## src/rtl/ddr3_burst_ctrl.sv

```systemverilog
// Burst sequencer between the user FIFOs and the DDR3 core command port.
// Optional macro DDR_RR_ARB_EN selects round-robin write/read arbitration.
module ddr3_burst_ctrl #(
   parameter int ADDR_W      = 28,
   parameter int LEN_W       = 8,
   parameter int CNT_W       = 11,
   parameter int RFIFO_DEPTH = 1024
) (
   input  logic              sys_clk,
   input  logic              sys_rst_n,
   input  logic              ddr_init_done,
   input  logic [ADDR_W-1:0] app_addr_wr_min,
   input  logic [ADDR_W-1:0] app_addr_wr_max,
   input  logic [LEN_W-1:0]  wr_bust_len,
   input  logic [ADDR_W-1:0] app_addr_rd_min,
   input  logic [ADDR_W-1:0] app_addr_rd_max,
   input  logic [LEN_W-1:0]  rd_bust_len,
   input  logic              rd_enable,
   input  logic [CNT_W-1:0]  wfifo_rcount,
   input  logic [CNT_W-1:0]  rfifo_wcount,
   output logic              cmd_valid,
   input  logic              cmd_ready,
   output logic              cmd_wr,
   output logic [ADDR_W-1:0] cmd_addr,
   output logic [LEN_W-1:0]  cmd_len,
   input  logic              wdata_req,
   output logic              wfifo_rd_en,
   input  logic              rdata_valid,
   output logic              rfifo_wr_en,
   output logic              busy,
   output logic              proto_err
);

   localparam int CMP_W = ((CNT_W > LEN_W) ? CNT_W : LEN_W) + 1;
   localparam int SUM_W = ADDR_W + 2;
   localparam logic [CMP_W-1:0] DEPTH_C = CMP_W'(RFIFO_DEPTH);

   typedef enum logic [2:0] {
      ST_INIT    = 3'd0,
      ST_IDLE    = 3'd1,
      ST_WR_CMD  = 3'd2,
      ST_WR_DATA = 3'd3,
      ST_RD_CMD  = 3'd4,
      ST_RD_DATA = 3'd5,
      ST_UPD     = 3'd6
   } state_t;

   state_t              state_r, state_s;
   logic [ADDR_W-1:0]   wr_addr_r, rd_addr_r;
   logic [LEN_W-1:0]    len_q_r, beat_cnt_r;
   logic                dir_wr_r;
   logic                cmd_valid_r, cmd_wr_r, busy_r, proto_err_r;
   logic [ADDR_W-1:0]   cmd_addr_r;
   logic [LEN_W-1:0]    cmd_len_r;

   logic                wr_go_s, rd_go_s, pick_rd_s;
   logic                start_wr_s, start_rd_s, beat_s, last_s, stray_s;
   logic [LEN_W-1:0]    start_len_s;
   logic [ADDR_W-1:0]   upd_base_s, upd_min_s, upd_max_s, upd_addr_s;
   logic [SUM_W-1:0]    step_s, next_s;

   function automatic logic [LEN_W-1:0] clamp_len(input logic [LEN_W-1:0] len);
      return (len == {LEN_W{1'b0}}) ? LEN_W'(1) : len;
   endfunction

   assign wr_go_s = CMP_W'(wfifo_rcount) >= CMP_W'(wr_bust_len);
   assign rd_go_s = rd_enable && (CMP_W'(rfifo_wcount) <= DEPTH_C) &&
                    ((DEPTH_C - CMP_W'(rfifo_wcount)) >= CMP_W'(rd_bust_len));

`ifdef DDR_RR_ARB_EN
   // Last direction served loses a tie.
   assign pick_rd_s = dir_wr_r;
`else
   assign pick_rd_s = 1'b0;
`endif

   assign beat_s  = ((state_r == ST_WR_DATA) && wdata_req) ||
                    ((state_r == ST_RD_DATA) && rdata_valid);
   assign last_s  = (beat_cnt_r == (len_q_r - LEN_W'(1)));
   assign stray_s = (wdata_req && (state_r != ST_WR_DATA)) ||
                    (rdata_valid && (state_r != ST_RD_DATA));

   // Next-state and arbitration decode.
   always_comb begin
      state_s     = state_r;
      start_wr_s  = 1'b0;
      start_rd_s  = 1'b0;
      start_len_s = clamp_len(wr_bust_len);
      if (!ddr_init_done) begin
         state_s = ST_INIT;
      end else begin
         case (state_r)
            ST_INIT: state_s = ST_IDLE;
            ST_IDLE: begin
               if (wr_go_s && !(rd_go_s && pick_rd_s)) begin
                  state_s    = ST_WR_CMD;
                  start_wr_s = 1'b1;
               end else if (rd_go_s) begin
                  state_s     = ST_RD_CMD;
                  start_rd_s  = 1'b1;
                  start_len_s = clamp_len(rd_bust_len);
               end else begin
                  state_s = ST_IDLE;
               end
            end
            ST_WR_CMD: begin
               if (cmd_ready) state_s = ST_WR_DATA;
               else           state_s = ST_WR_CMD;
            end
            ST_RD_CMD: begin
               if (cmd_ready) state_s = ST_RD_DATA;
               else           state_s = ST_RD_CMD;
            end
            ST_WR_DATA, ST_RD_DATA: begin
               if (beat_s && last_s) state_s = ST_UPD;
               else                  state_s = state_r;
            end
            ST_UPD:  state_s = ST_IDLE;
            default: state_s = ST_INIT;
         endcase
      end
   end

   // Address advance: wrap to min when the following burst would not fit.
   always_comb begin
      upd_base_s = dir_wr_r ? wr_addr_r : rd_addr_r;
      upd_min_s  = dir_wr_r ? app_addr_wr_min : app_addr_rd_min;
      upd_max_s  = dir_wr_r ? app_addr_wr_max : app_addr_rd_max;
      step_s     = SUM_W'({len_q_r, 3'b000});
      next_s     = SUM_W'(upd_base_s) + step_s;
      if (((next_s + step_s) > SUM_W'(upd_max_s)) || (next_s < SUM_W'(upd_min_s))) begin
         upd_addr_s = upd_min_s;
      end else begin
         upd_addr_s = next_s[ADDR_W-1:0];
      end
   end

   // State, address, counter and registered output updates.
   always_ff @(posedge sys_clk or negedge sys_rst_n) begin
      if (!sys_rst_n) begin
         state_r     <= ST_INIT;
         wr_addr_r   <= {ADDR_W{1'b0}};
         rd_addr_r   <= {ADDR_W{1'b0}};
         len_q_r     <= {LEN_W{1'b0}};
         beat_cnt_r  <= {LEN_W{1'b0}};
         dir_wr_r    <= 1'b0;
         cmd_valid_r <= 1'b0;
         cmd_wr_r    <= 1'b0;
         cmd_addr_r  <= {ADDR_W{1'b0}};
         cmd_len_r   <= {LEN_W{1'b0}};
         busy_r      <= 1'b0;
         proto_err_r <= 1'b0;
      end else begin
         state_r     <= state_s;
         cmd_valid_r <= (state_s == ST_WR_CMD) || (state_s == ST_RD_CMD);
         busy_r      <= (state_s != ST_INIT) && (state_s != ST_IDLE);
         proto_err_r <= proto_err_r | stray_s;

         if ((state_s == ST_WR_DATA) || (state_s == ST_RD_DATA)) begin
            beat_cnt_r <= beat_cnt_r + (beat_s ? LEN_W'(1) : LEN_W'(0));
         end else begin
            beat_cnt_r <= {LEN_W{1'b0}};
         end

         if (start_wr_s || start_rd_s) begin
            len_q_r    <= start_len_s;
            dir_wr_r   <= start_wr_s;
            cmd_wr_r   <= start_wr_s;
            cmd_addr_r <= start_wr_s ? wr_addr_r : rd_addr_r;
            cmd_len_r  <= start_len_s;
         end else begin
            len_q_r    <= len_q_r;
            dir_wr_r   <= dir_wr_r;
            cmd_wr_r   <= cmd_wr_r;
            cmd_addr_r <= cmd_addr_r;
            cmd_len_r  <= cmd_len_r;
         end

         if ((state_r == ST_INIT) && (state_s == ST_IDLE)) begin
            wr_addr_r <= app_addr_wr_min;
            rd_addr_r <= app_addr_rd_min;
         end else if ((state_r == ST_UPD) && (state_s == ST_IDLE)) begin
            if (dir_wr_r) wr_addr_r <= upd_addr_s;
            else          rd_addr_r <= upd_addr_s;
         end else begin
            wr_addr_r <= wr_addr_r;
            rd_addr_r <= rd_addr_r;
         end
      end
   end

   assign cmd_valid   = cmd_valid_r;
   assign cmd_wr      = cmd_wr_r;
   assign cmd_addr    = cmd_addr_r;
   assign cmd_len     = cmd_len_r;
   assign busy        = busy_r;
   assign proto_err   = proto_err_r;
   assign wfifo_rd_en = (state_r == ST_WR_DATA) && wdata_req;
   assign rfifo_wr_en = (state_r == ST_RD_DATA) && rdata_valid;

endmodule

```

## config.mk

```make
export PLATFORM = sky130hd
export DESIGN_NAME = ddr3_burst_ctrl
export DESIGN_NICKNAME = d
export VERILOG_FILES = /design/src/rtl/ddr3_burst_ctrl.sv
export SDC_FILE = /design/constraint.sdc
export NUM_CORES = 1
export LEC_CHECK = 0
export ABC_AREA = 1
export ABC_CLOCK_PERIOD_IN_PS = 7220
export BUFFER_PORTS_ARGS = -buffer_cell sky130_fd_sc_hd__buf_2
export CAP_MARGIN = 20
export CORE_ASPECT_RATIO = 0.75
export CORE_MARGIN = 5
export CORE_UTILIZATION = 58
export DETAILED_ROUTE_END_ITERATION = 16
export PLACE_DENSITY = 0.86
export SLEW_MARGIN = 10
export SYNTH_ARGS = -nofsm -noshare
export SYNTH_HDL_FRONTEND = slang
export SYNTH_SLANG_ARGS = --single-unit
```

## constraint.sdc

```tcl
create_clock -name sys_clk -period 7.22 [get_ports sys_clk]
set_input_delay 0.722 -clock sys_clk [delete_from_list [all_inputs] [get_ports sys_clk]]
set_output_delay 0.722 -clock sys_clk [all_outputs]
set_load 0.02 [all_outputs]
```

==> impl.org <==
** STA
- Setup violations remaining at the end of the flow were counted as 0.
- On the final layout, the worst clock skew is between 10 and 15 ps.
- Slew at the pin closest to its max-slew limit :: 985 ps
- Worst setup margin :: approximately 420 ps
- Hold violation total from the final report :: 0
- The final count of pins violating max slew came to 0.
- Derived from the worst setup path, the maximum achievable clock frequency is ~150 MHz.
- Setup repair after global routing left no endpoint under its margin.
- The worst path in the final design needs a cycle of 6800 ps, including I/O delays and setup.
- Max-slew headroom :: roughly 34%
- Summed negative setup slack over all endpoints :: 0 ps
- Hold timing on the final database bottoms out at a slack of roughly 340 ps.
- Dividing the final minimum period by the clock period gives 94.2%.

** Synthesis
- The synthesized netlist devotes 4.59% of its cell area to XOR and XNOR gates.
- Synth warnings :: 0
- Number of enable flip-flop cells after synthesis :: 0
- Summed over its instances, the top area cell type makes up 24.9% of the synthesized netlist area.
- Simple-gate portion of the synthesized area :: 33.8%
- Number of register bits inferred by synthesis :: approximately 110
- Compound-cell area share of the yosys netlist :: 12.6%
- Post-Syn Area per Cell :: roughly 6.6 um^2
- Synthesis produced a netlist with a net count of between 1,500 and 2,000.
- By area, the combinational part of the netlist is dominated by simple AND/OR/NAND/NOR gates.
- Library cell with the largest summed area after synthesis :: dfrtp_1
- Measured against the total synthesized area, the mux share comes to under 10%.
- Summing the areas of all fa, ha and maj instances in the mapped netlist gives 11.1% of the synthesized area.
- Synthesis handed over a netlist of roughly 1,600 instances.
- For this run, the register share of the synthesized area comes to about a quarter.
- Most area-consuming cells after synthesis :: dfrtp_1 25%, nand2_1 15%, ha_1 11%
- Counting distinct cell types in the post-synthesis netlist gives 56.
- Top_reg_cell synth :: dfrtp_1
- Syn Std Cell Area :: 10,700 um^2
- Post-synth ARST share :: 100%

** Drt
- In this run the remaining antenna-violating nets after routing total 0.
- In the routed design, unresolved DRC markers number 0.
- After detailed routing, the average wire length per cell comes to between 15 and 20 um.
- Per-cell via count in the routed design :: 5.66
- Number of DRC markers after the initial detailed-route iteration :: approximately 1,500
- Total via count after detailed routing :: about 12,000
- Number of search-and-repair iterations in the first detailed-routing pass :: 6
- After detailed routing, the total wire length is between 30,000 and 40,000 um.

** Critical path
- For this run, the slowest stage of the critical path takes between 600 and 700 ps.
- Family with the most delay on the worst path :: simple AND/OR/NAND/NOR gates
- Data on the critical path arrives at its endpoint at between 7000 and 8000 ps.
- Critical Path Most Common Cell :: nand2_1
- By startpoint and endpoint, the worst setup path is classified as reg -> reg.
- Buffer and inverter count on the worst path :: 5
- For this design, the slowest cell found on the critical path is dfrtp_4.
- Critical Path Fanout Max :: 33
- Data required, critical path :: about 7500 ps
- STA classifies the critical path startpoint as a flip-flop.
- The worst setup path is captured at a flip-flop.

** Finish
- Layout Utilization :: 66.9%
- # nets final :: between 2,000 and 2,500
- In the final layout, flip-flops and latches occupy 2680 um^2.
- Most frequent cells in the layout :: 423 x nand2_1, 255 x nor2_1, 209 x inv_1
- In the final layout, the multi-input gates occupy 6990 um^2.
- The library cell used most frequently in the layout, excluding fill and tap cells, is nand2_1.
- Post-route cell area :: about 12,000 um^2
- Relative to the synthesized area, the layout overhead comes to 14.2%.
- In the final layout, the share of cells above drive strength 1 is between 10% and 20%.
- The layout has 1,607 filler cells.

** Power
- Cell-internal power :: about 2.6 mW
- Worst vdd rail ir drop :: 0.000292 V
- Sequential Power Share :: roughly 18%
- Combinational logic is responsible for between 70 and 80% of the overall power.
- Net switching component of the power :: roughly 3.4 mW
- Proportion of total power due to net switching :: 56.4%
- The analysis attributes to cell leakage a power of about 7 nW.
- Part of the total power dissipated in the clock network :: 9.3%
- In this run the power density over the cells is 486 nW/um^2.

** Global route
- Global router's overall resource usage :: 32.1%
- Number of antenna violations at the first check in global routing :: 2
- Global-route wire length before repair :: between 50,000 and 60,000 um
- Entering global routing, the biggest net connects 85 pins.
- Summed over all layers, the global routing overflow is 0.
- Number of global-route vias before repair :: ~11,000

** Clock tree
- Clock latency on the worst-skew pair, taken at its later pin, is between 300 and 400 ps.
- The H-tree generated during clock tree synthesis spans 3 levels.
- Clock-pin slew was measured on the worst setup and hold paths at 90 ps.
- Clock tree synthesis selected as its root buffer the cell clkbuf_16.
- TritonCTS clock tree :: built
- Number of buffers on the longest clock path :: 2
- Number of buffers created by CTS :: 9
- Clk sinks :: 107

** Floorplanning
- The die covers roughly 21,000 um^2.
- Height of the die :: 128 um
- Area of the core :: around 18,000 um^2
- From left edge to right edge, the die measures 167 um.
- Total number of placement rows :: 43
- Once the floorplan was initialized, standard cells occupied 58.6% of the core.
- I/O pin cnt :: 199

** Placement
- During placement, the flow inserted port buffers numbering around 200.
- The placed instances occupy a cell area of 11,800 um^2.
- Setup slack after placement :: between 500 and 600 ps
- Half-perimeter wire length of the detailed placement result :: about 27,000 um
- The congestion estimate from routability-driven global placement came to around 1.

** Outcome
- The run finished with clean final reports.

** Min path
- Class of the worst hold path :: in -> async

** Run
- Across the run, the number of max-cap violations was 0.
-- final timing paths --
path / startpoint / end / slack [ps] / cells after the start
worst max-delay path: cmd_wr$_DFFE_PN0P_ / rd_addr_r[8]$_DFFE_PN0P_ / 420 / 37
worst min-delay path: sys_rst_n / wr_addr_r[27]$_DFFE_PN0P_ / 340 / 1
worst max register to register: cmd_wr$_DFFE_PN0P_ / rd_addr_r[8]$_DFFE_PN0P_ / 420 / 37
worst min register to register: cmd_addr[22]$_DFFE_PN0P_ / cmd_addr[22]$_DFFE_PN0P_ / 470 / 2
max in group asynchronous: sys_rst_n / cmd_wr$_DFFE_PN0P_ / 5510 / 2
min in group sys_clk: cmd_addr[22]$_DFFE_PN0P_ / cmd_addr[22]$_DFFE_PN0P_ / 470 / 2
-- power by group through the flow --
stage / Combinational (mW) / Clock, mW / Sequential [mW]
after floorplan: 2.91 / 0 / 1.14
after global placement: 3.96 / 0 / 1.07
after detailed placement: 4.09 / 0 / 1.08
after CTS: 4.13 / 0.558 / 1.07
after global routing: 4.80 / 0.581 / 1.12
final: 4.32 / 0.556 / 1.09
-- layout make-up --
cell class / count / share of cell area [%]
flip-flops and latches: 107 / 21.9
clock inverters: 7 / 0.857
repair buffers: 209 / 9.04
clock buffers: 9 / 1.84
well taps: 247 / 2.52
multi-input cells: 1248 / 57.0
inverters: 225 / 6.90
diodes: 1 / 0.0204
-- cell usage after synthesis, types with 6 or more instances --
master,instances
clkbuf_1,29
a31oi_1,6
xor2_1,35
nand3_1,71
nand4_1,26
nor2_1,255
dfrtp_1,107
xnor2_1,10
mux2i_1,27
ha_1,92
inv_2,14
o21ai_0,82
o221ai_1,8
a21oi_1,76
a21oi_2,20
nor2_2,6
o21ai_1,10
inv_1,209
nand3_2,13
buf_2,12
nor3_1,17
buf_6,7
nand2_2,11
nand2_1,423
-- stage by stage --
| stage | std cells | power, mW |
|---|---|---|
| after floorplan | 1632 | 4.05 |
| final | 2053 | 5.96 |
| after CTS | 2048 | 5.76 |
| after detailed placement | 2032 | 5.18 |
| after global placement | 2032 | 5.03 |
| after global routing | 2053 | 6.49 |
-- kinds of logic (layout without fill, tap and decap cells) --
kind of cell,count (synthesis),in the layout
multiplexers,27,27
adder cells (fa/ha/maj),94,94
buffers and inverters,279,450
AND/OR/NAND/NOR,846,848
AO/OA/AOI/OAI,229,229
flip-flops,107,107
XOR/XNOR,50,50
other,0,1
-- worst register-to-register path, delay by kind of cell (launching register included) --
| family | cells | cell delay (ps) |
|---|---|---|
| AOI/OAI and AO/OA | 5 | 1020 |
| xor gates and xnor gates | 2 | 650 |
| adders and majority gates | 4 | 1160 |
| buffers and inverters | 5 | 390 |
| DFF | 1 | 640 |
| and+or+nand+nor | 21 | 2880 |
-- routing by layer --
metal	up-vias	wire (um)	track usage, %
li1	5561	-	-
met5	-	13	0
met4	2	796	8.30
met3	80	4960	9.16
met2	732	14500	46.0
met1	5241	15500	47.8
-- what timing repair did --
action,in CTS,in global routing
gates resized for setup,0,5
setup endpoints to repair,0,56
hold buffers,0,0
buffers inserted,0,1
-- state kept, by name, indices dropped and copies added (netlist names), 3 cells and up --
signal,count
beat_cnt_r,8
cmd_addr,28
cmd_len,8
rd_addr_r,28
state_r,3
wr_addr_r,28
No activity file was read; power rests on OpenSTA's default activity.
